==> config.mk <==
export PLATFORM = sky130hd
export DESIGN_NAME = cct_xyz_interp_flat
export DESIGN_NICKNAME = d
export VERILOG_FILES = /design/src/rtl/cct_xyz_interp_if.sv /design/src/rtl/cct_xyz_interp.sv /design/src/flat_wrapper.sv
export SDC_FILE = /design/constraint.sdc
export NUM_CORES = 2
export LEC_CHECK = 0
export ABC_AREA = 0
export BUFFER_PORTS_ARGS = -buffer_cell sky130_fd_sc_hd__buf_2
export CAP_MARGIN = 20
export CORE_MARGIN = 2
export CORE_UTILIZATION = 30
export CTS_BUF_LIST = sky130_fd_sc_hd__clkbuf_16
export CTS_CLUSTER_SIZE = 14
export DETAILED_ROUTE_END_ITERATION = 8
export HOLD_SLACK_MARGIN = 0.02
export MAX_ROUTING_LAYER = met4
export PLACE_DENSITY = 0.57
export SLEW_MARGIN = 40
export SYNTH_ARGS = -nofsm -noshare
export SYNTH_HDL_FRONTEND = slang
export SYNTH_SLANG_ARGS = --single-unit
==> constraint.sdc <==
create_clock -name clk -period 14.5 [get_ports clk]
set_clock_uncertainty 0.1 [all_clocks]
set_input_delay 1.45 -clock clk [delete_from_list [all_inputs] [get_ports clk]]
set_output_delay 1.45 -clock clk [all_outputs]
set_load 0.02 [all_outputs]
==> src/rtl/cct_xyz_interp_if.sv <==
// Handshake and table-load bundle for the CCT to XYZ white-point converter.
// The slave modport is the converter's view; master is the producer/consumer side.
interface cct_xyz_interp_if #(
  parameter int FRAC_BITS = 16,
  parameter int DATA_W    = 32,
  parameter int NUM_PTS   = 17
);
  localparam int ADDR_W = $clog2(NUM_PTS);

  logic [15:0]            cct_in;
  logic                   cct_valid;
  logic                   cct_ready;
  logic                   tbl_we;
  logic [ADDR_W-1:0]      tbl_addr;
  logic [2*FRAC_BITS-1:0] tbl_data;
  logic [3*DATA_W-1:0]    xyz_out;
  logic                   xyz_valid;
  logic                   xyz_ready;
  logic [2:0]             status;

  modport slave (
    input  cct_in, cct_valid, tbl_we, tbl_addr, tbl_data, xyz_ready,
    output cct_ready, xyz_out, xyz_valid, status
  );

  modport master (
    output cct_in, cct_valid, tbl_we, tbl_addr, tbl_data, xyz_ready,
    input  cct_ready, xyz_out, xyz_valid, status
  );
endinterface

==> src/rtl/cct_xyz_interp.sv <==
// Colour temperature to white-point XYZ (Y = 1.0): interpolates a programmable xy table,
// then derives X = x/y and Z = (1-x-y)/y with one shared bit-serial restoring divider.
module cct_xyz_interp #(
  parameter int FRAC_BITS = 16,
  parameter int DATA_W    = 32,
  parameter int CCT_MIN   = 2500,
  parameter int SEG_SHIFT = 9,
  parameter int NUM_PTS   = 17
) (
  input logic             clk,
  input logic             rst_n,
  cct_xyz_interp_if.slave bus
);
  localparam int CW      = 16;
  localparam int CCT_MAX = CCT_MIN + ((NUM_PTS - 1) << SEG_SHIFT);
  localparam int ADDR_W  = $clog2(NUM_PTS);
  localparam int DW      = FRAC_BITS + 1;
  localparam int PW      = DW + SEG_SHIFT + 1;
  localparam int CNT_W   = $clog2(DATA_W);

  localparam logic [CW-1:0]     CMIN      = CW'(CCT_MIN);
  localparam logic [CW-1:0]     CMAX      = CW'(CCT_MAX);
  localparam logic [ADDR_W:0]   NUM_PTS_W = (ADDR_W + 1)'(NUM_PTS);
  localparam logic [ADDR_W-1:0] LAST_SEG  = ADDR_W'(NUM_PTS - 1);
  localparam logic [CNT_W-1:0]  LAST_BIT  = CNT_W'(DATA_W - 1);
  localparam logic [DW-1:0]     ONE_Q     = DW'(1) << FRAC_BITS;
  localparam logic [DATA_W-1:0] Y_ONE     = DATA_W'(1) << FRAC_BITS;

  typedef enum logic [2:0] {IDLE, INTERP, DIV_X, DIV_Z, OUT} state_t;

  state_t                 state;
  logic [FRAC_BITS-1:0]   x_tbl [NUM_PTS];
  logic [FRAC_BITS-1:0]   y_tbl [NUM_PTS];
  logic [CW-1:0]          c_reg;
  logic [FRAC_BITS-1:0]   div_y;
  logic [FRAC_BITS-1:0]   nz_reg;
  logic [DATA_W-1:0]      div_n;
  logic [FRAC_BITS-1:0]   div_rem;
  logic [DATA_W-1:0]      div_q;
  logic [CNT_W-1:0]       div_cnt;
  logic [DATA_W-1:0]      x_res;

  logic [CW-1:0]          c_in;
  logic [CW-1:0]          d;
  logic [ADDR_W-1:0]      seg;
  logic [ADDR_W-1:0]      seg_nx;
  logic [SEG_SHIFT-1:0]   f;
  logic signed [DW-1:0]   dx;
  logic signed [DW-1:0]   dy;
  logic signed [PW-1:0]   px;
  logic signed [PW-1:0]   py;
  logic [FRAC_BITS-1:0]   x_i;
  logic [FRAC_BITS-1:0]   y_i;
  logic [DW-1:0]          sum;
  logic [FRAC_BITS-1:0]   nz_c;
  logic [DW-1:0]          rem_sh;
  logic                   ge;
  logic [FRAC_BITS-1:0]   rem_nx;
  logic [DATA_W-1:0]      q_nx;

  // Table writes are accepted in any state; out-of-range addresses are dropped.
  always_ff @(posedge clk or negedge rst_n) begin
    if (!rst_n) begin
      for (int i = 0; i < NUM_PTS; i++) begin
        x_tbl[i] <= '0;
        y_tbl[i] <= '0;
      end
    end else if (bus.tbl_we && ({1'b0, bus.tbl_addr} < NUM_PTS_W)) begin
      x_tbl[bus.tbl_addr] <= bus.tbl_data[FRAC_BITS-1:0];
      y_tbl[bus.tbl_addr] <= bus.tbl_data[2*FRAC_BITS-1:FRAC_BITS];
    end
  end

  // Interpolation floors toward -inf because the signed product is shifted arithmetically.
  always_comb begin
    c_in   = (bus.cct_in < CMIN) ? CMIN : ((bus.cct_in > CMAX) ? CMAX : bus.cct_in);
    d      = c_reg - CMIN;
    seg    = ADDR_W'(d >> SEG_SHIFT);
    f      = d[SEG_SHIFT-1:0];
    seg_nx = (seg == LAST_SEG) ? seg : seg + 1'b1;
    dx     = $signed({1'b0, x_tbl[seg_nx]}) - $signed({1'b0, x_tbl[seg]});
    dy     = $signed({1'b0, y_tbl[seg_nx]}) - $signed({1'b0, y_tbl[seg]});
    px     = PW'(dx) * PW'($signed({1'b0, f}));
    py     = PW'(dy) * PW'($signed({1'b0, f}));
    x_i    = FRAC_BITS'(PW'($signed({1'b0, x_tbl[seg]})) + (px >>> SEG_SHIFT));
    y_i    = FRAC_BITS'(PW'($signed({1'b0, y_tbl[seg]})) + (py >>> SEG_SHIFT));
    sum    = {1'b0, x_i} + {1'b0, y_i};
    nz_c   = sum[FRAC_BITS] ? '0 : FRAC_BITS'(ONE_Q - sum);
    rem_sh = {div_rem, div_n[DATA_W-1]};
    ge     = (rem_sh >= {1'b0, div_y});
    rem_nx = ge ? FRAC_BITS'(rem_sh - {1'b0, div_y}) : rem_sh[FRAC_BITS-1:0];
    q_nx   = (div_q << 1) | DATA_W'(ge);
  end

  // Main sequencer; the divider state is reloaded between the X and Z passes.
  always_ff @(posedge clk or negedge rst_n) begin
    if (!rst_n) begin
      state         <= IDLE;
      bus.cct_ready <= 1'b1;
      bus.xyz_valid <= 1'b0;
      bus.xyz_out   <= '0;
      bus.status    <= '0;
      c_reg         <= '0;
      div_y         <= '0;
      nz_reg        <= '0;
      div_n         <= '0;
      div_rem       <= '0;
      div_q         <= '0;
      div_cnt       <= '0;
      x_res         <= '0;
    end else begin
      case (state)
        IDLE: begin
          if (bus.cct_valid) begin
            c_reg         <= c_in;
            bus.status    <= {(c_in != bus.cct_in), 2'b00};
            bus.cct_ready <= 1'b0;
            state         <= INTERP;
          end
        end
        INTERP: begin
          div_y         <= y_i;
          nz_reg        <= nz_c;
          bus.status[0] <= (y_i == '0);
          bus.status[1] <= sum[FRAC_BITS];
          div_n         <= DATA_W'(x_i) << FRAC_BITS;
          div_rem       <= '0;
          div_q         <= '0;
          div_cnt       <= '0;
          state         <= DIV_X;
        end
        DIV_X: begin
          div_n   <= div_n << 1;
          div_rem <= rem_nx;
          div_q   <= q_nx;
          div_cnt <= div_cnt + 1'b1;
          if (div_cnt == LAST_BIT) begin
            x_res   <= bus.status[0] ? '1 : q_nx;
            div_n   <= DATA_W'(nz_reg) << FRAC_BITS;
            div_rem <= '0;
            div_q   <= '0;
            div_cnt <= '0;
            state   <= DIV_Z;
          end
        end
        DIV_Z: begin
          div_n   <= div_n << 1;
          div_rem <= rem_nx;
          div_q   <= q_nx;
          div_cnt <= div_cnt + 1'b1;
          if (div_cnt == LAST_BIT) begin
            bus.xyz_out   <= {(bus.status[0] ? {DATA_W{1'b1}} : q_nx), Y_ONE, x_res};
            bus.xyz_valid <= 1'b1;
            state         <= OUT;
          end
        end
        OUT: begin
          if (bus.xyz_ready) begin
            bus.xyz_valid <= 1'b0;
            bus.cct_ready <= 1'b1;
            state         <= IDLE;
          end
        end
        default: begin
          bus.xyz_valid <= 1'b0;
          bus.cct_ready <= 1'b1;
          state         <= IDLE;
        end
      endcase
    end
  end
endmodule

==> src/flat_wrapper.sv <==
// flat-port wrapper written by rule: the top's interface ports become plain ports
module cct_xyz_interp_flat 
#(
  parameter int FRAC_BITS = 16,
  parameter int DATA_W    = 32,
  parameter int CCT_MIN   = 2500,
  parameter int SEG_SHIFT = 9,
  parameter int NUM_PTS   = 17
)
  (clk, rst_n, bus_cct_in, bus_cct_valid, bus_tbl_we, bus_tbl_addr, bus_tbl_data, bus_xyz_ready, bus_cct_ready, bus_xyz_out, bus_xyz_valid, bus_status);
  cct_xyz_interp_if #(.FRAC_BITS(FRAC_BITS), .DATA_W(DATA_W), .NUM_PTS(NUM_PTS)) bus_i ();
  input logic clk;
  input logic rst_n;
  input wire logic [$bits(bus_i.cct_in)-1:0] bus_cct_in;
  input wire logic [$bits(bus_i.cct_valid)-1:0] bus_cct_valid;
  input wire logic [$bits(bus_i.tbl_we)-1:0] bus_tbl_we;
  input wire logic [$bits(bus_i.tbl_addr)-1:0] bus_tbl_addr;
  input wire logic [$bits(bus_i.tbl_data)-1:0] bus_tbl_data;
  input wire logic [$bits(bus_i.xyz_ready)-1:0] bus_xyz_ready;
  output wire logic [$bits(bus_i.cct_ready)-1:0] bus_cct_ready;
  output wire logic [$bits(bus_i.xyz_out)-1:0] bus_xyz_out;
  output wire logic [$bits(bus_i.xyz_valid)-1:0] bus_xyz_valid;
  output wire logic [$bits(bus_i.status)-1:0] bus_status;
  assign bus_i.cct_in = bus_cct_in;
  assign bus_i.cct_valid = bus_cct_valid;
  assign bus_i.tbl_we = bus_tbl_we;
  assign bus_i.tbl_addr = bus_tbl_addr;
  assign bus_i.tbl_data = bus_tbl_data;
  assign bus_i.xyz_ready = bus_xyz_ready;
  assign bus_cct_ready = bus_i.cct_ready;
  assign bus_xyz_out = bus_i.xyz_out;
  assign bus_xyz_valid = bus_i.xyz_valid;
  assign bus_status = bus_i.status;
  cct_xyz_interp #(.FRAC_BITS(FRAC_BITS), .DATA_W(DATA_W), .CCT_MIN(CCT_MIN), .SEG_SHIFT(SEG_SHIFT), .NUM_PTS(NUM_PTS)) u_core (.clk(clk), .rst_n(rst_n), .bus(bus_i));
endmodule
-- Word-level counts from Yosys, hierarchy flattened
Cells that the tools add are included.
- flip-flop bits (word level): 779
- output and inout bits: 101
- add/sub/neg operators: 10
- $mul: 2
- magnitude comparators: 8
- eq/ne operators: 11
- muxes and demuxes: 43
- bitwise operators: 6
- reductions and logical operators: 15
- operators with widths (operator ; number):
    $bwmux 272 ; 2
    $bmux 16 s5 ; 4
    $mux 16 ; 14
    $pmux 32 s3 ; 1
    $pmux 31 s3 ; 1
    $demux 16 s5 ; 1
    $mux 32 ; 2
    $mul 17x10->25 ; 2
    $pmux 16 s3 ; 1
    $sub 16x16->17 ; 2
    $add 16x16->16 ; 2
    $or 32x1->32 ; 1
    $mux 31 ; 1
    $ge 6x6->1 const B ; 3
    $not 5->6 ; 3
    $add 16x16->17 ; 1
    $ge 17x16->1 ; 1
    $gt 16x14->1 const B ; 1
    $logic_not 16->1 ; 1
    $lt 16x12->1 const B ; 1
    $ne 16x16->1 ; 1
    $sub 1x16->16 const A ; 1
    $sub 16x16->16 ; 1
    $pmux 3 s5 ; 1
    other kinds (26) ; 46

-- Longest topological paths before layout
- depth after elaboration: 13
- mapped depth: 66
- gate-level depth less buffers: 61

-- Least setup slack after synthesis
Ideal clock, no wire load.
- path kind: reg2reg
- start point: register u_core.c_reg[2]
- end point: register u_core.nz_reg[15]
- library setup time: 0.121 ns
- arrival time: 13.967 ns
- data required time: 14.279 ns
- slack: 0.312 ns
- cell stages (with the launch flop): 60
- path buffers: 6
- clock period less this slack: 14.188 ns
- cell sequence: dfrtp_1 > buf_2 > inv_1 > clkbuf_1 > ha_1 > or3b_4 > a21oi_2 > xnor2_1 > clkbuf_1 > buf_1 > ha_1 > clkbuf_1 > clkbuf_1 > mux4_2 > mux2i_1 > o22ai_1 > a21oi_1 > ha_1 > (+24 left out) > nor2_1 > ha_1 > nand3_1 > o211ai_1 > nor2_1 > xnor2_1 > ha_1 > o21a_1 > o21a_1 > a2111oi_0 > nor3_1 > maj3_1 > a211o_1 > a41oi_1 > xnor2_1 > nor3b_2 > xnor3_1 > a22o_1
- word-level cells in the longest chain between the ends: 13
- elaborated cells between the ends (all ways): 27
- ends and longest elaborated chain (element ; line ; RTL):
    start, declared ; cct_xyz_interp.sv:34 ; logic [CW-1:0] c_reg;
    start signal, assigned ; cct_xyz_interp.sv:115 ; c_reg <= c_in;
    $sub 14x12->14 * ; cct_xyz_interp.sv:77 ; d = c_reg - CMIN;
    $add 5x1->5 / $eq 5x5->1 (equally long branches) ; cct_xyz_interp.sv:80 ; seg_nx = (seg == LAST_SEG) ? seg : seg + 1'b1;
    $mux 5 ; cct_xyz_interp.sv:80 ;
    $not 5->6 (not written as such) ; cct_xyz_interp.sv:81, cct_xyz_interp.sv:82 ;
    $bmux 16 s5, on equally long branches ; cct_xyz_interp.sv:81, cct_xyz_interp.sv:82 ;
    $mux 16, on equally long branches (2 in a row) ; cct_xyz_interp.sv:81, cct_xyz_interp.sv:82 ;
    $sub 16x16->17, on equally long branches ; cct_xyz_interp.sv:81, cct_xyz_interp.sv:82 ;
    $mul 17x10->25, on equally long branches ; cct_xyz_interp.sv:83, cct_xyz_interp.sv:84 ;
    $add 16x16->16, on equally long branches ; cct_xyz_interp.sv:85, cct_xyz_interp.sv:86 ;
    $add 16x16->17 * ; cct_xyz_interp.sv:87 ; sum = {1'b0, x_i} + {1'b0, y_i};
    $sub 1x16->16 ; cct_xyz_interp.sv:88 ; nz_c = sum[FRAC_BITS] ? '0 : FRAC_BITS'(ONE_Q - sum);
    $mux 16 * ; cct_xyz_interp.sv:88 ;
    end signal, assigned ; cct_xyz_interp.sv:123 ; nz_reg <= nz_c;
    end, declared ; cct_xyz_interp.sv:36 ; logic [FRAC_BITS-1:0] nz_reg;
Mark *: on every way between the ends. The rest lies on a longest branch, timed or not. The select of a mux whose other input is x is not followed.
A chain may end at the register's enable or synchronous reset.

-- Worst setup path after layout
- start point: register u_core.c_reg[2]
- end point: register u_core.nz_reg[15]
- word-level cells in the longest chain between the ends: 13
- elaborated cells between the ends (all ways): 27
- ends and longest elaborated chain (element ; line ; RTL):
    $sub 14x12->14 * ; cct_xyz_interp.sv:77 ;
    $add 5x1->5 / $eq 5x5->1 (equally long branches) ; cct_xyz_interp.sv:80 ;
    $mux 5 ; cct_xyz_interp.sv:80 ;
    $not 5->6 (not written as such) ; cct_xyz_interp.sv:82 ; dy = $signed({1'b0, y_tbl[seg_nx]}) - $signed({1'b0, y_tbl[seg]});
    $bmux 16 s5 ; cct_xyz_interp.sv:82 ;
    $mux 16 (not written as such) (2 in a row) ; cct_xyz_interp.sv:82 ;
    $sub 16x16->17 ; cct_xyz_interp.sv:82 ;
    $mul 17x10->25 ; cct_xyz_interp.sv:84 ; py = PW'(dy) * PW'($signed({1'b0, f}));
    $add 16x16->16 * ; cct_xyz_interp.sv:86 ; y_i = FRAC_BITS'(PW'($signed({1'b0, y_tbl[seg]})) + (py >>> SEG_SHIFT));
    via u_core.y_i[14] ; cct_xyz_interp.sv:53 ; logic [FRAC_BITS-1:0] y_i;
    $add 16x16->17 * ; cct_xyz_interp.sv:87 ;
    $sub 1x16->16 ; cct_xyz_interp.sv:88 ;
    $mux 16 * ; cct_xyz_interp.sv:88 ;
The timed path passes the listed nets; every way through them passes the cells marked *. The select of a mux whose other input is x is not followed.

==> summary.md <==
| Metric | Value |
|---|---|
| Antenna-violating nets left | `0` |
| Clk sinks | `763` |
| Num CTS Buffers | `84` |
| Clk_lat worst skew | `0.70 ns` |
| Worst Setup Start Kind | `register` |
| Die height | `425 um` |
| Synth Instances | `4725` |
| Reg-to-Reg Start | `u_core.c_reg[2]` |
| CP Capture Type | `register` |
| Chip width | `425 um` |
| Max-slew headroom | `41.9%` |
| Largest net degree at the start of global routing | `151` |
| Via count | `38700` |
| Status | `completed` |
| Async set-reset flop share out of synthesis | `100%` |
| Starting density of the core | `30.2%` |
| CP peak stage delay | `0.55 ns` |
| Layout cells sized above 1 | `28.2%` |
| Max-capacitance violation count | `0` |
| Routability cong. | `0.955` |
| Critical Path Sink | `u_core.nz_reg[15]` |
| # port buffers | `127` |
| Top cell family by delay on the critical path | `adder cells` |
| DR pass1 iterations | `5` |
| Crit path kind | `reg -> reg` |
| CTS H-tree depth | `3` |
| GR Util All Layers | `18.5%` |
| Crit path time final | `13.90 ns` |
| Mean post-synth cell area | `11.2 um^2` |
| Routed length per instance | `22.4 um` |
| Worst Path Max Fanout | `8` |
| Post-Syn Area | `53200 um^2` |
| PnR worst setup slack | `0.599 ns` |
| Synth Flop Type | `dfrtp_1` |
| Fin. max-slew vios | `0` |
| Yosys warns | `0` |
| Drt initial violations | `3223` |
| Buf/Inv on CP | `8` |
| Fmax | `0.0719 GHz` |
| Fin nets | `5340` |
| Total length of routed wires | `163000 um` |
| CTS root buf | `clkbuf_16` |
| Arrival @ worst endpoint | `14.36 ns` |
| R2r setup slk | `0.60 ns` |
| Levels on crit path | `57` |
| Clk pin slew, worst setup/hold paths | `0.06 ns` |
| Remaining routing DRC violations | `0` |
| Netlist cell types | `91` |
| Total Die Area | `181000 um^2` |
| First-pass GRT wire length | `249000 um` |
| Post-synth EDFFs | `0` |
| Synthesized flop and latch total | `763` |
| Worst setup path startpoint | `u_core.c_reg[2]` |
| CTS tree | `done` |
| Final Hold Vio Count | `0` |
| Worst R2R Path Depth | `57` |
| # rows | `154` |
| Synth-to-layout area growth | `13.8%` |
| Slowest cell on the critical path | `fa_1` |
| Number of global-route vias before repair | `39500` |
| DR vias/cell | `5.33` |
| Worst-Margin Slew | `0.866 ns` |
| FF-to-FF End | `u_core.nz_reg[15]` |
| Worst slack, placed | `0.105 ns` |
| Post-DP HPWL | `109000 um` |
| CTS max path bufs | `3` |
| Final worst-path cycle share | `95.9%` |
| Largest regs | `u_core.x_tbl: 272 flops, u_core.y_tbl: 272 flops, u_core.bus.xyz_out: 65 flops` |
| Remaining Overflow, GRT | `0` |
| I/O Pins | `159` |
| Endpoints failing setup | `0` |
| Seq/Total Area, Yosys | `35.9%` |
| CTS Hold Buffers Added | `0` |
| Hold crit path type | `reg -> reg` |
| Initial antenna violation count | `19` |
| CP required | `14.96 ns` |
| Core area | `176000 um^2` |
cell type report:
class,instances,area [um^2]
Clock inverter,67,504
Clock buffer,85,2130
Tap cell,2340,2930
Fill cell,17500,116000
Sequential cell,763,19100
Inverter,378,1430
Multi-Input combinational cell,3285,31900
Timing Repair Buffer,317,2440
Antenna cell,33,82.6
how the worst min path moves through the flow:
stage	start	to	slack, ns	depth (start not counted)
6_report	u_core.bus.xyz_out[48]	u_core.bus.xyz_out[48]	0.36	1
5_1_grt	u_core.bus.xyz_out[48]	u_core.bus.xyz_out[48]	0.38	1
4_1_cts	u_core.bus.xyz_out[48]	u_core.bus.xyz_out[48]	0.36	1
3_5_place_dp	u_core.bus.xyz_out[48]	u_core.bus.xyz_out[48]	0.35	1
3_3_place_gp	u_core.bus.xyz_out[48]	u_core.bus.xyz_out[48]	0.34	1
2_1_floorplan	u_core.div_cnt[3]	u_core.div_cnt[3]	0.34	1
what timing repair did:
action	4_1_cts	5_1_grt
cloned	0	4
pin swaps	0	9
hold endpoints to repair	0	0
buffers inserted	0	24
gates resized for setup	1	65
endpoints found under the setup margin	1	17
cell usage after synthesis, drive strengths merged, types with 18 or more instances:
master	count	share of area, %
nor4	20	0.29
a22o	54	0.89
xnor2	110	1.8
a21oi	133	1.3
nand3	112	1.1
o311ai	20	0.33
a211oi	21	0.31
nor2b	31	0.36
fa	248	9.3
inv	378	2.7
o221ai	34	0.57
xor2	48	0.83
mux4	252	11
or3	22	0.26
o21a	18	0.25
nand2b	41	0.48
nor3	71	0.68
buf	132	1.3
nand2	444	3.1
and2	22	0.26
nand4	18	0.21
o21ai	150	1.4
mux2i	72	1.4
ha	205	4.8
mux2	577	12
a32o	24	0.45
dfrtp	762	36
clkbuf	197	1.4
nor2	284	2.0
a21o	36	0.51
stage by stage:
stage | utilization (%) | area (um^2) | hold WS [ns] | cells | TNS, ns
6_report | 34.3 | 60500 | 0.362 | 7268 | 0
2_1_floorplan | - | 53300 | 0.343 | 4755 | 0
3_5_place_dp | 32.4 | 57100 | 0.347 | 7054 | 0
5_1_grt | 34.3 | 60500 | 0.376 | 7265 | -0.351
4_1_cts | 33.9 | 59800 | 0.364 | 7206 | 0
3_3_place_gp | 32.3 | 56900 | 0.343 | 7047 | 0
layout by cell type, fill, tap and decap left out, drive strengths merged, types with 150 or more instances in the layout:
master,count
o21ai,150
dfrtp,762
inv,398
buf,313
nand2,444
fa,248
ha,205
mux4,252
mux2,577
nor2,284
logic make-up (layout without fill, tap and decap cells):
family | Yosys count | count (layout) | share of synthesized area (%)
other | 1 | 64 | 0.00706
buffers and inverters | 707 | 847 | 5.37
adders and majority gates | 455 | 455 | 14.2
and+or+nand+nor | 1118 | 1118 | 9.50
AOI/OAI and AO/OA | 621 | 621 | 8.04
DFF | 763 | 763 | 35.9
xor gates and xnor gates | 159 | 159 | 2.70
muxes | 901 | 901 | 24.3
per-layer routing:
| metal | part of all wire, % | vias to the layer above | global-route usage, % |
|---|---|---|---|
| li1 | - | 16900 | - |
| met1 | 43 | 20200 | 24.0 |
| met2 | 46 | 1299 | 28.4 |
| met3 | 7.0 | 296 | 3.62 |
| met4 | 3.9 | 0 | 7.48 |
| met5 | 0 | - | - |
Power is left out: the tool's default activity adds up to more than one toggle a clock period on the data nets, which glitch-free logic cannot reach.
